$ cat src/rtl/cpu32_pkg.sv
// cpu32_pkg: opcodes, ALU functions, instruction field positions and the shared ALU helper.
package cpu32_pkg;
  localparam logic [3:0] OP_ALU  = 4'h0;
  localparam logic [3:0] OP_ALUI = 4'h1;
  localparam logic [3:0] OP_LUI  = 4'h2;
  localparam logic [3:0] OP_LW   = 4'h3;
  localparam logic [3:0] OP_SW   = 4'h4;
  localparam logic [3:0] OP_BZ   = 4'h5;
  localparam logic [3:0] OP_B    = 4'h6;
  localparam logic [3:0] OP_JR   = 4'h7;
  localparam logic [3:0] OP_HALT = 4'hF;
  localparam logic [3:0] FN_AND  = 4'h1;
  localparam logic [3:0] FN_OR   = 4'h2;
  localparam logic [3:0] FN_XOR  = 4'h3;
  localparam logic [3:0] FN_ADD  = 4'h4;
  localparam logic [3:0] FN_SUB  = 4'h5;
  localparam logic [3:0] FN_SHL  = 4'h6;
  localparam logic [3:0] FN_SHR  = 4'h7;
  localparam logic [3:0] FN_SLT  = 4'h8;
  localparam logic [3:0] FN_SLTU = 4'h9;
  localparam int OP_LSB = 28;
  localparam int FN_LSB = 24;
  localparam int RA_LSB = 20;
  localparam int RB_LSB = 16;
  localparam int RC_LSB = 12;
  localparam logic [31:0] NOP = 32'h0;
  localparam logic [3:0] LR = 4'd14;
  // a is the rB value, b is rC or simm; unlisted functions pass b through
  function automatic logic [31:0] alu(input logic [3:0] fn, input logic [31:0] a, input logic [31:0] b);
    case (fn)
      FN_AND:  alu = a & b;
      FN_OR:   alu = a | b;
      FN_XOR:  alu = a ^ b;
      FN_ADD:  alu = a + b;
      FN_SUB:  alu = a - b;
      FN_SHL:  alu = a << b[4:0];
      FN_SHR:  alu = a >> b[4:0];
      FN_SLT:  alu = {31'b0, $signed(a) < $signed(b)};
      FN_SLTU: alu = {31'b0, a < b};
      default: alu = b;
    endcase
  endfunction
endpackage

$ cat src/rtl/cpu32_regfile.sv
// cpu32_regfile: 16x32 register file, two combinational reads, X and W write ports (X wins).
module cpu32_regfile
  import cpu32_pkg::*;
(
  input  logic        clk,
  input  logic        reset,
  input  logic [3:0]  ra1,
  input  logic [3:0]  ra2,
  output logic [31:0] rd1,
  output logic [31:0] rd2,
  input  logic        we_x,
  input  logic [3:0]  wa_x,
  input  logic [31:0] wd_x,
  input  logic        we_w,
  input  logic [3:0]  wa_w,
  input  logic [31:0] wd_w
);
  logic [15:0][31:0] regs_q, regs_d;
  assign rd1 = regs_q[ra1];
  assign rd2 = regs_q[ra2];
  always_comb begin
    regs_d = regs_q;
    if (we_w) regs_d[wa_w] = wd_w;
    if (we_x) regs_d[wa_x] = wd_x;
    if (!reset) regs_d = '0;
  end
  always_ff @(posedge clk) regs_q <= regs_d;
endmodule

$ cat src/rtl/cpu32_core.sv
// cpu32_core: two-stage (X execute, W load writeback) 32-bit load/store core.
module cpu32_core
  import cpu32_pkg::*;
(
  input  logic        clk,
  input  logic        reset,
  output logic [31:0] i_addr,
  input  logic [31:0] i_data,
  output logic [31:0] d_addr,
  output logic [31:0] d_data_w,
  output logic        d_data_we,
  input  logic [31:0] d_data_r
);
  logic [31:0] xpc_q, xpc_d;
  logic        halt_q, halt_d, w_vld_q, w_vld_d;
  logic [3:0]  w_reg_q, w_reg_d;
  logic [31:0] ir, simm, rb_v, rp_v, pc4, target, x_wd;
  logic [3:0]  op, fn, ra, rb, rc, rp, x_wa;
  logic        rd_a, rd_b, rd_c, stall, run, taken, link, x_we;
  assign ir   = halt_q ? NOP : i_data;
  assign op   = ir[OP_LSB +: 4];
  assign fn   = ir[FN_LSB +: 4];
  assign ra   = ir[RA_LSB +: 4];
  assign rb   = ir[RB_LSB +: 4];
  assign rc   = ir[RC_LSB +: 4];
  assign simm = {{16{ir[15]}}, ir[15:0]};
  assign rp   = op == OP_ALU ? rc : ra;
  cpu32_regfile u_rf (
    .clk  (clk),
    .reset(reset),
    .ra1  (rb),
    .ra2  (rp),
    .rd1  (rb_v),
    .rd2  (rp_v),
    .we_x (x_we),
    .wa_x (x_wa),
    .wd_x (x_wd),
    .we_w (w_vld_q),
    .wa_w (w_reg_q),
    .wd_w (d_data_r)
  );
  always_comb begin
    rd_a = op inside {OP_SW, OP_BZ};
    rd_b = op inside {OP_ALU, OP_ALUI, OP_LW, OP_SW, OP_JR};
    rd_c = op == OP_ALU;
    // a load in W has not yet written its target, so any reader of it waits one cycle
    stall = w_vld_q & ((rd_a & ra == w_reg_q) | (rd_b & rb == w_reg_q) | (rd_c & rc == w_reg_q));
    run = reset & ~halt_q & ~stall;
    pc4 = xpc_q + 32'd4;
    target = op == OP_JR ? rb_v : pc4 + (simm << 2);
    taken = run & (op inside {OP_B, OP_JR} | (op == OP_BZ & ((rp_v == '0) ^ fn[0])));
    link = op inside {OP_B, OP_JR};
    i_addr = !reset ? '0 : (halt_q | stall | (run & op == OP_HALT)) ? xpc_q : taken ? target : pc4;
    x_we = run & (op inside {OP_ALU, OP_ALUI, OP_LUI} | (link & fn[0]));
    x_wa = link ? LR : ra;
    x_wd = op == OP_LUI ? {ir[15:0], 16'h0} : link ? pc4 : alu(fn, rb_v, op == OP_ALU ? rp_v : simm);
    d_addr = reset ? rb_v + simm : '0;
    d_data_w = reset ? rp_v : '0;
    d_data_we = run & op == OP_SW;
    w_vld_d = run & op == OP_LW;
    w_reg_d = ra;
    halt_d = reset & (halt_q | (run & op == OP_HALT));
    xpc_d = i_addr;
  end
  always_ff @(posedge clk) begin
    xpc_q <= xpc_d;
    halt_q <= halt_d;
    w_vld_q <= w_vld_d;
    w_reg_q <= w_reg_d;
  end
endmodule

$ cat config.mk
export PLATFORM = sky130hd
export DESIGN_NAME = cpu32_core
export DESIGN_NICKNAME = d
export VERILOG_FILES = /design/src/rtl/cpu32_pkg.sv /design/src/rtl/cpu32_regfile.sv /design/src/rtl/cpu32_core.sv
export SDC_FILE = /design/constraint.sdc
export NUM_CORES = 2
export LEC_CHECK = 0
export CAP_MARGIN = 10
export CORE_UTILIZATION = 50
export DETAILED_ROUTE_END_ITERATION = 6
export GPL_TIMING_DRIVEN = 1
export PLACE_DENSITY = 0.69
export SYNTH_ARGS = -nofsm -noshare
export SYNTH_HDL_FRONTEND = slang
export SYNTH_SLANG_ARGS = --single-unit
$ cat constraint.sdc
create_clock -name clk -period 13.7 [get_ports clk]
set_input_delay 2.055 -clock clk [delete_from_list [all_inputs] [get_ports clk]]
set_output_delay 2.055 -clock clk [all_outputs]
set_load 0.005 [all_outputs]
### Word-level counts from Yosys, hierarchy flattened

Cells that the tools add are included.

| operators by class | value |
|---|---|
| shift-type cells | 2 |
| multiply operators | 0 |
| muxes and demuxes | 25 |
| equal/unequal tests | 20 |
| $add $sub $neg | 5 |
| order comparisons | 8 |
| divide/modulo/power cells | 0 |
| reductions and logical operators | 8 |
| bitwise gates (word level) | 27 |

Operator list:

| kind | number |
|---|---|
| $bwmux W512 | 2 |
| $mux W512 | 2 |
| $mux W32 | 14 |
| $pmux W32 S9 | 1 |
| $bmux W32 S4 | 2 |
| $demux W32 S4 | 2 |
| $add A32 B32 Y32 | 3 |
| $lt A32 B32 Y1 | 2 |
| $add A32 B3 Y32 const B | 1 |
| $and A32 B32 Y32 | 1 |
| $eq A4 B3 Y1 const B | 8 |
| $logic_not A32 Y1 | 1 |
| $or A32 B32 Y32 | 1 |
| $shl A32 B5 Y32 | 1 |
| $shr A32 B5 Y32 | 1 |
| $sub A32 B32 Y32 | 1 |
| $xor A32 B32 Y32 | 1 |
| $lt A4 B5 Y1 const B | 4 |
| $eq A4 B2 Y1 const B | 4 |
| $and A1 B1 Y1 | 14 |
| $eq A4 B4 Y1 | 3 |
| $eq A4 B4 Y1 const B | 3 |
| $eq A4 B1 Y1 const B | 2 |
| $ge A4 B1 Y1 const B | 2 |
| 9 further kinds | 19 |

| storage, ports and cells | value |
|---|---|
| bits of input ports | 66 |
| word-level logic and storage cells | 115 |
| memories kept | 0 |
| bits in writable memories | 0 |
| register bits | 550 |
| output and inout bits | 97 |
| ROM bits | 0 |
| latch bits | 0 |

### Logic depth before layout (Yosys ltp)

| logic depth | value |
|---|---|
| depth after elaboration | 13 |
| mapped depth | 32 |
| mapped depth without buffers | 24 |

### Modules after synthesis

From an unflattened synthesis, not the netlist that was laid out.

| unflattened totals | value |
|---|---|
| cell total of the unflattened synthesis | 6130 |
| area total of the unflattened synthesis | 48527.8 um2 |

By module, submodules not included:

| module | instances | cells an instance | area an instance (um2) | sequential area each (um2) |
|---|---|---|---|---|
| cpu32_regfile | 1 | 3729 | 32607.5 | 10249.8 |
| cpu32_core | 1 | 2401 | 15920.3 | 760.7 |

### Least setup slack after synthesis

Ideal clock, no wire load.

| timing path | value |
|---|---|
| path kind | input -> output |
| start point | input i_data[16] |
| end point | output d_addr[30] |
| path buffers | 4 |
| arrival time | 7.125 ns |
| data required time | 11.645 ns |
| stages | 22 |
| slack | 4.520 ns |
| path through | clkbuf_1 > buf_2 > buf_1 > buf_1 > mux2i_1 > a221o_1 > a32oi_1 > inv_1 > fa_1 > nor2b_1 > o21a_1 > o21ai_0 > a211o_1 > a31oi_1 > a41oi_1 > nor2_1 > a221oi_1 > o221ai_1 > a221o_1 > o21a_1 > nor3_1 > nor3b_1 |

| between the ends | value |
|---|---|
| cells in the longest elaborated chain, start to end | 5 |

Ends and longest elaborated chain:

| what | line | RTL |
|---|---|---|
| from (decl) | cpu32_core.sv:8 | `input logic [31:0] i_data,` |
| $mux W32 | cpu32_core.sv:20 | `assign ir = halt_q ? NOP : i_data;` |
| $bmux W32 S4 | cpu32_regfile.sv:19 | `assign rd1 = regs_q[ra1];` |
| $mux W32 (implied by the code) | cpu32_regfile.sv:19 |  |
| $add A32 B32 Y32 | cpu32_core.sv:57 | `d_addr = reset ? rb_v + simm : '0;` |
| $mux W32 | cpu32_core.sv:57 |  |
| to (decl) | cpu32_core.sv:9 | `output logic [31:0] d_addr,` |

Every way passes these cells. The select of a mux whose other input is x is not followed.

### Worst setup path after layout

| timing path | value |
|---|---|
| start point | input i_data[29] |
| end point | output i_addr[12] |

| between the ends | value |
|---|---|
| cells in the longest elaborated chain, start to end | 13 |
| elaborated cells on any way between the ends | 35 |
| classes of those cells | 7 x eq/ne; 8 x mux; 15 x bitwise; 5 x reduce/logical |

Ends and longest elaborated chain:

| what | line | RTL |
|---|---|---|
| $mux W32 * | cpu32_core.sv:20 |  |
| $logic_not A4 Y1, or another cell as far along | cpu32_core.sv:27, cpu32_core.sv:44, cpu32_core.sv:45 |  |
| $mux W4, or another cell as far along | cpu32_core.sv:27 | `assign rp = op == OP_ALU ? rc : ra;` |
| $bmux W32 S4 or $and A1 B1 Y1 (tied branches) | cpu32_regfile.sv:20, cpu32_core.sv:47 |  |
| $mux W32 (implied by the code) or $or A1 B1 Y1 (tied branches) | cpu32_regfile.sv:20, cpu32_core.sv:47 |  |
| $logic_not A32 Y1 or $or A1 B1 Y1 (tied branches) | cpu32_core.sv:51, cpu32_core.sv:47 |  |
| $xor A1 B1 Y1 or $and A1 B1 Y1 (tied branches) | cpu32_core.sv:51, cpu32_core.sv:47 |  |
| $and A1 B1 Y1 or $not A1 Y1 (tied branches) | cpu32_core.sv:51, cpu32_core.sv:48 |  |
| $or A1 B1 Y1 or $and A1 B1 Y1 (tied branches) | cpu32_core.sv:51, cpu32_core.sv:48 |  |
| $and A1 B1 Y1, on equally long branches | cpu32_core.sv:51, cpu32_core.sv:53 |  |
| $mux W32 or $or A1 B1 Y1 (tied branches) | cpu32_core.sv:53 | `i_addr = !reset ? '0 : (halt_q \| stall \| (run & op == OP_HALT)) ? xpc_q : taken ? target : pc4;` |
| $mux W32 * (2 in series) | cpu32_core.sv:53 |  |
| to (decl) | cpu32_core.sv:7 | `output logic [31:0] i_addr,` |

Mark *: on every way between the ends. The rest lies on a longest branch, timed or not. The select of a mux whose other input is x is not followed.

==> flow_metrics.tcl <==
set metrics [dict create \
    finalSetupTns_ps 0 \
    ys_seq_area_share_pct 22.37 \
    port_buffers 162 \
    use_met2_pct 74.63 \
    cts_buffers 59 \
    drv_cap 2 \
    period_needed_ps 11870 \
    synth_cells 6427 \
    route.detailed.drc 8 \
    yosysWarnings 0 \
    cp-start-kind "input pin" \
    synth_nets 6672 \
    syn_to_final_growth_pct 9.069 \
    tightest_slew_ps 1518 \
    async_flop_share_pct 0 \
    busiest_layer "met2" \
    clock.fmax_mhz 84.24 \
    r2r_setup_slack_ps 3380 \
    crit_arrival_ps 9820 \
    grt.total_usage_pct 52.14 \
    drt_first_pass_iters 7 \
    antenna_found_initial 18 \
    syn_area_per_cell_um2 7.659 \
    cp_max_fo 82 \
    violations "DRC, capacitance limit, slew limit" \
    clk_latency_ps 680 \
    drt_iter0_markers 9534 \
    synth_edf_count 0 \
    dp_slack_ps 1928 \
    dp_hpwl_um 180900 \
    grt_max_degree 86 \
    vias 56290 \
    powerDensity_mw_per_mm2 101.2 \
    vias_per_cell 7.487 \
    rsz0062_at_grt "false" \
    post-cts-setup-buffer-count 0 \
    clk_pin_slew_worst_paths_ps 60 \
    yosysTopAreaCellShare_pct 22.37 \
    synthFlopType "dfxtp_1" \
    cts.sinks 550 \
    finalHoldViolCount 0 \
    cts-root-buf "clkbuf_16" \
    cp-end-kind "output port" \
    cts_max_level 2 \
    core.rowCount 114 \
    grt_pass1_vias 50720 \
    vdd_drop_max_v 0.0001100 \
    final_max_slew_viol_count 4 \
    die_y_um 315.8 \
    yosysTopAreaCell "dfxtp_1" \
    crit_type "in2out" \
    syn-cell-area_mm2 0.04922 \
    wirelength_um 270600 \
    pin_count 163 \
    maxSlewHeadroom_pct -2.152 \
    dieArea_mm2 0.09971 \
    layout.nets 6426 \
    period_share_pct 86.65 \
    start_util_pct 50.68 \
    synth.ff_latch_count 550 \
    drive_above_1_share_pct 10.92 \
    min_path_cells 2 \
    cts_resized 0 \
    cp.required_ps 11640 \
    total_power_mw 5.435 \
    setup_viol 0 \
    grt_pass1_wl_um 377800 \
    cts_tree "built" \
    core_mm2 0.09714 \
    fin_worst_skew_ps 30.39 \
    setup_ws_ps 1829 \
    use_met1_pct 63.59 \
    status "finished, violations left" \
    die_w_um 315.8 \
    clockBufferDepth 3 \
    synth.area.top_cells "dfxtp_1 (22%), mux2i_1 (11%), a211oi_1 (6.0%), mux2_2 (4.8%), a21oi_1 (4.5%)" \
    routedWlPerCell_um 35.99 \
    rr_worst_depth 23 \
    p_leak_nw 20.60 \
    ys_types 100 \
    place.gp.congestion 1.114 \
    grt_overflow 0 \
    final_antenna_net_count 0 \
    met3_usage_pct 16.95 \
    ctsHoldBuffers 0 \
    hold_class "reg2reg" \
]
[cell type report]
| class | instances | area, um2 |
|---|---|---|
| antenna | 13 | 32.53 |
| timing repair buffer | 351 | 3048 |
| sequential | 550 | 11010 |
| tap | 1276 | 1597 |
| inverter | 282 | 1066 |
| clock inverter | 25 | 304.0 |
| fill | 9121 | 43450 |
| multi-input combinational | 4937 | 34900 |
| clock buffer | 84 | 1732 |
[flip-flops by register name, indices dropped and copies added (netlist names)]
signal       count
halt_q           1
u_rf.regs_q    512
w_reg_q          4
w_vld_q          1
xpc_q           32
[layer usage]
metal  vias to the layer above  share of wire [%]  routed length [um]
met3                      1358                 14               37110
met4                        14                9.9               26750
met2                      4836                 40              109400
met1                     26510                 36               97240
li1                      23570                  -                   -
met5                         -              0.038                 102
[path summary, 6_finish.rpt]
path,start,to
min reg2reg,u_rf.regs_q[333]$_SDFF_PN0_,u_rf.regs_q[333]$_SDFF_PN0_
min,u_rf.regs_q[333]$_SDFF_PN0_,u_rf.regs_q[333]$_SDFF_PN0_
max,i_data[29],i_addr[12]
max reg2reg,halt_q$_DFF_P_,u_rf.regs_q[254]$_SDFF_PN0_
[through the flow]
step,util (%),cells,cell area (um2),hold slack (ps)
2_1_floorplan,-,6427,49220,513.0
3_3_place_gp,53.10,7395,51580,528.0
3_5_place_dp,53.12,7396,51600,538.5
4_1_cts,55.22,7505,53640,553.9
5_1_grt,55.24,7507,53660,577.4
6_report,55.27,7518,53690,553.1
[synthesized netlist by cell type (56+ instances only)]
master and count:
nand2_1 465, buf_1 60, inv_1 278, mux2_2 208
o211ai_1 133, xnor2_1 60, a211oi_1 394, clkbuf_1 495
nor3_1 78, nor2_1 509, o21ai_0 431, dfxtp_1 550
mux2i_1 535, nor2b_1 88, a21oi_1 442, a221oi_1 179
a221o_1 56, o21a_1 56, ha_1 175, buf_2 78
nand3_1 206, o22ai_1 92
[cell families (layout without fill, tap and decap cells)]
| group | after synthesis | after routing | share of synthesized area, % |
|---|---|---|---|
| AO/OA/AOI/OAI | 2322 | 2322 | 32.89 |
| XOR/XNOR | 89 | 89 | 1.584 |
| adder cells (fa/ha/maj) | 179 | 179 | 4.611 |
| buffers and inverters | 940 | 742 | 7.651 |
| flip-flops | 550 | 550 | 22.37 |
| multiplexers | 750 | 750 | 15.94 |
| other | 0 | 13 | 0 |
| AND/OR/NAND/NOR | 1597 | 1597 | 14.96 |
[power breakdown]
part           total [mW]  internal [mW]  switching (mW)  leakage, nW
Combinational        2.06          0.582            1.48         15.1
Clock                1.72          0.975           0.747         1.01
Sequential           1.65           1.62          0.0273         4.44
Total                5.43           3.18            2.25         20.6
[worst max-delay path, stage by stage]
cell and delay (ps):
clkdlybuf4s50_1 830, or4_4 780, buf_4 920, mux2_4 540, nand2_1 200, o22ai_1 120
nor4_1 1200, nand2b_1 160, nor4_1 230, nand4_1 210, mux2_2 360, nor2_4 620
buf_4 440, nor2b_1 170, o21ai_0 80, a21oi_1 260, clkdlybuf4s50_1 550
[layout by cell type, fill, tap and decap left out, types with 40 or more instances in the layout]
master,count
o211a_1,55
a21oi_1,442
clkbuf_16,60
nand2_1,457
o21ai_1,47
nor2_1,477
o22ai_1,92
dfxtp_1,549
buf_4,189
inv_1,276
mux2i_1,531
a221o_1,56
xnor2_1,60
o21ai_0,426
a221oi_1,179
a211oi_1,393
ha_1,175
nand3_1,206
o21bai_1,40
mux2_2,207
o21a_1,56
o211ai_1,133
nor2b_1,83
nor3_1,74
clkdlybuf4s50_1,158
Note: power is estimated with default switching activity, not from simulation.
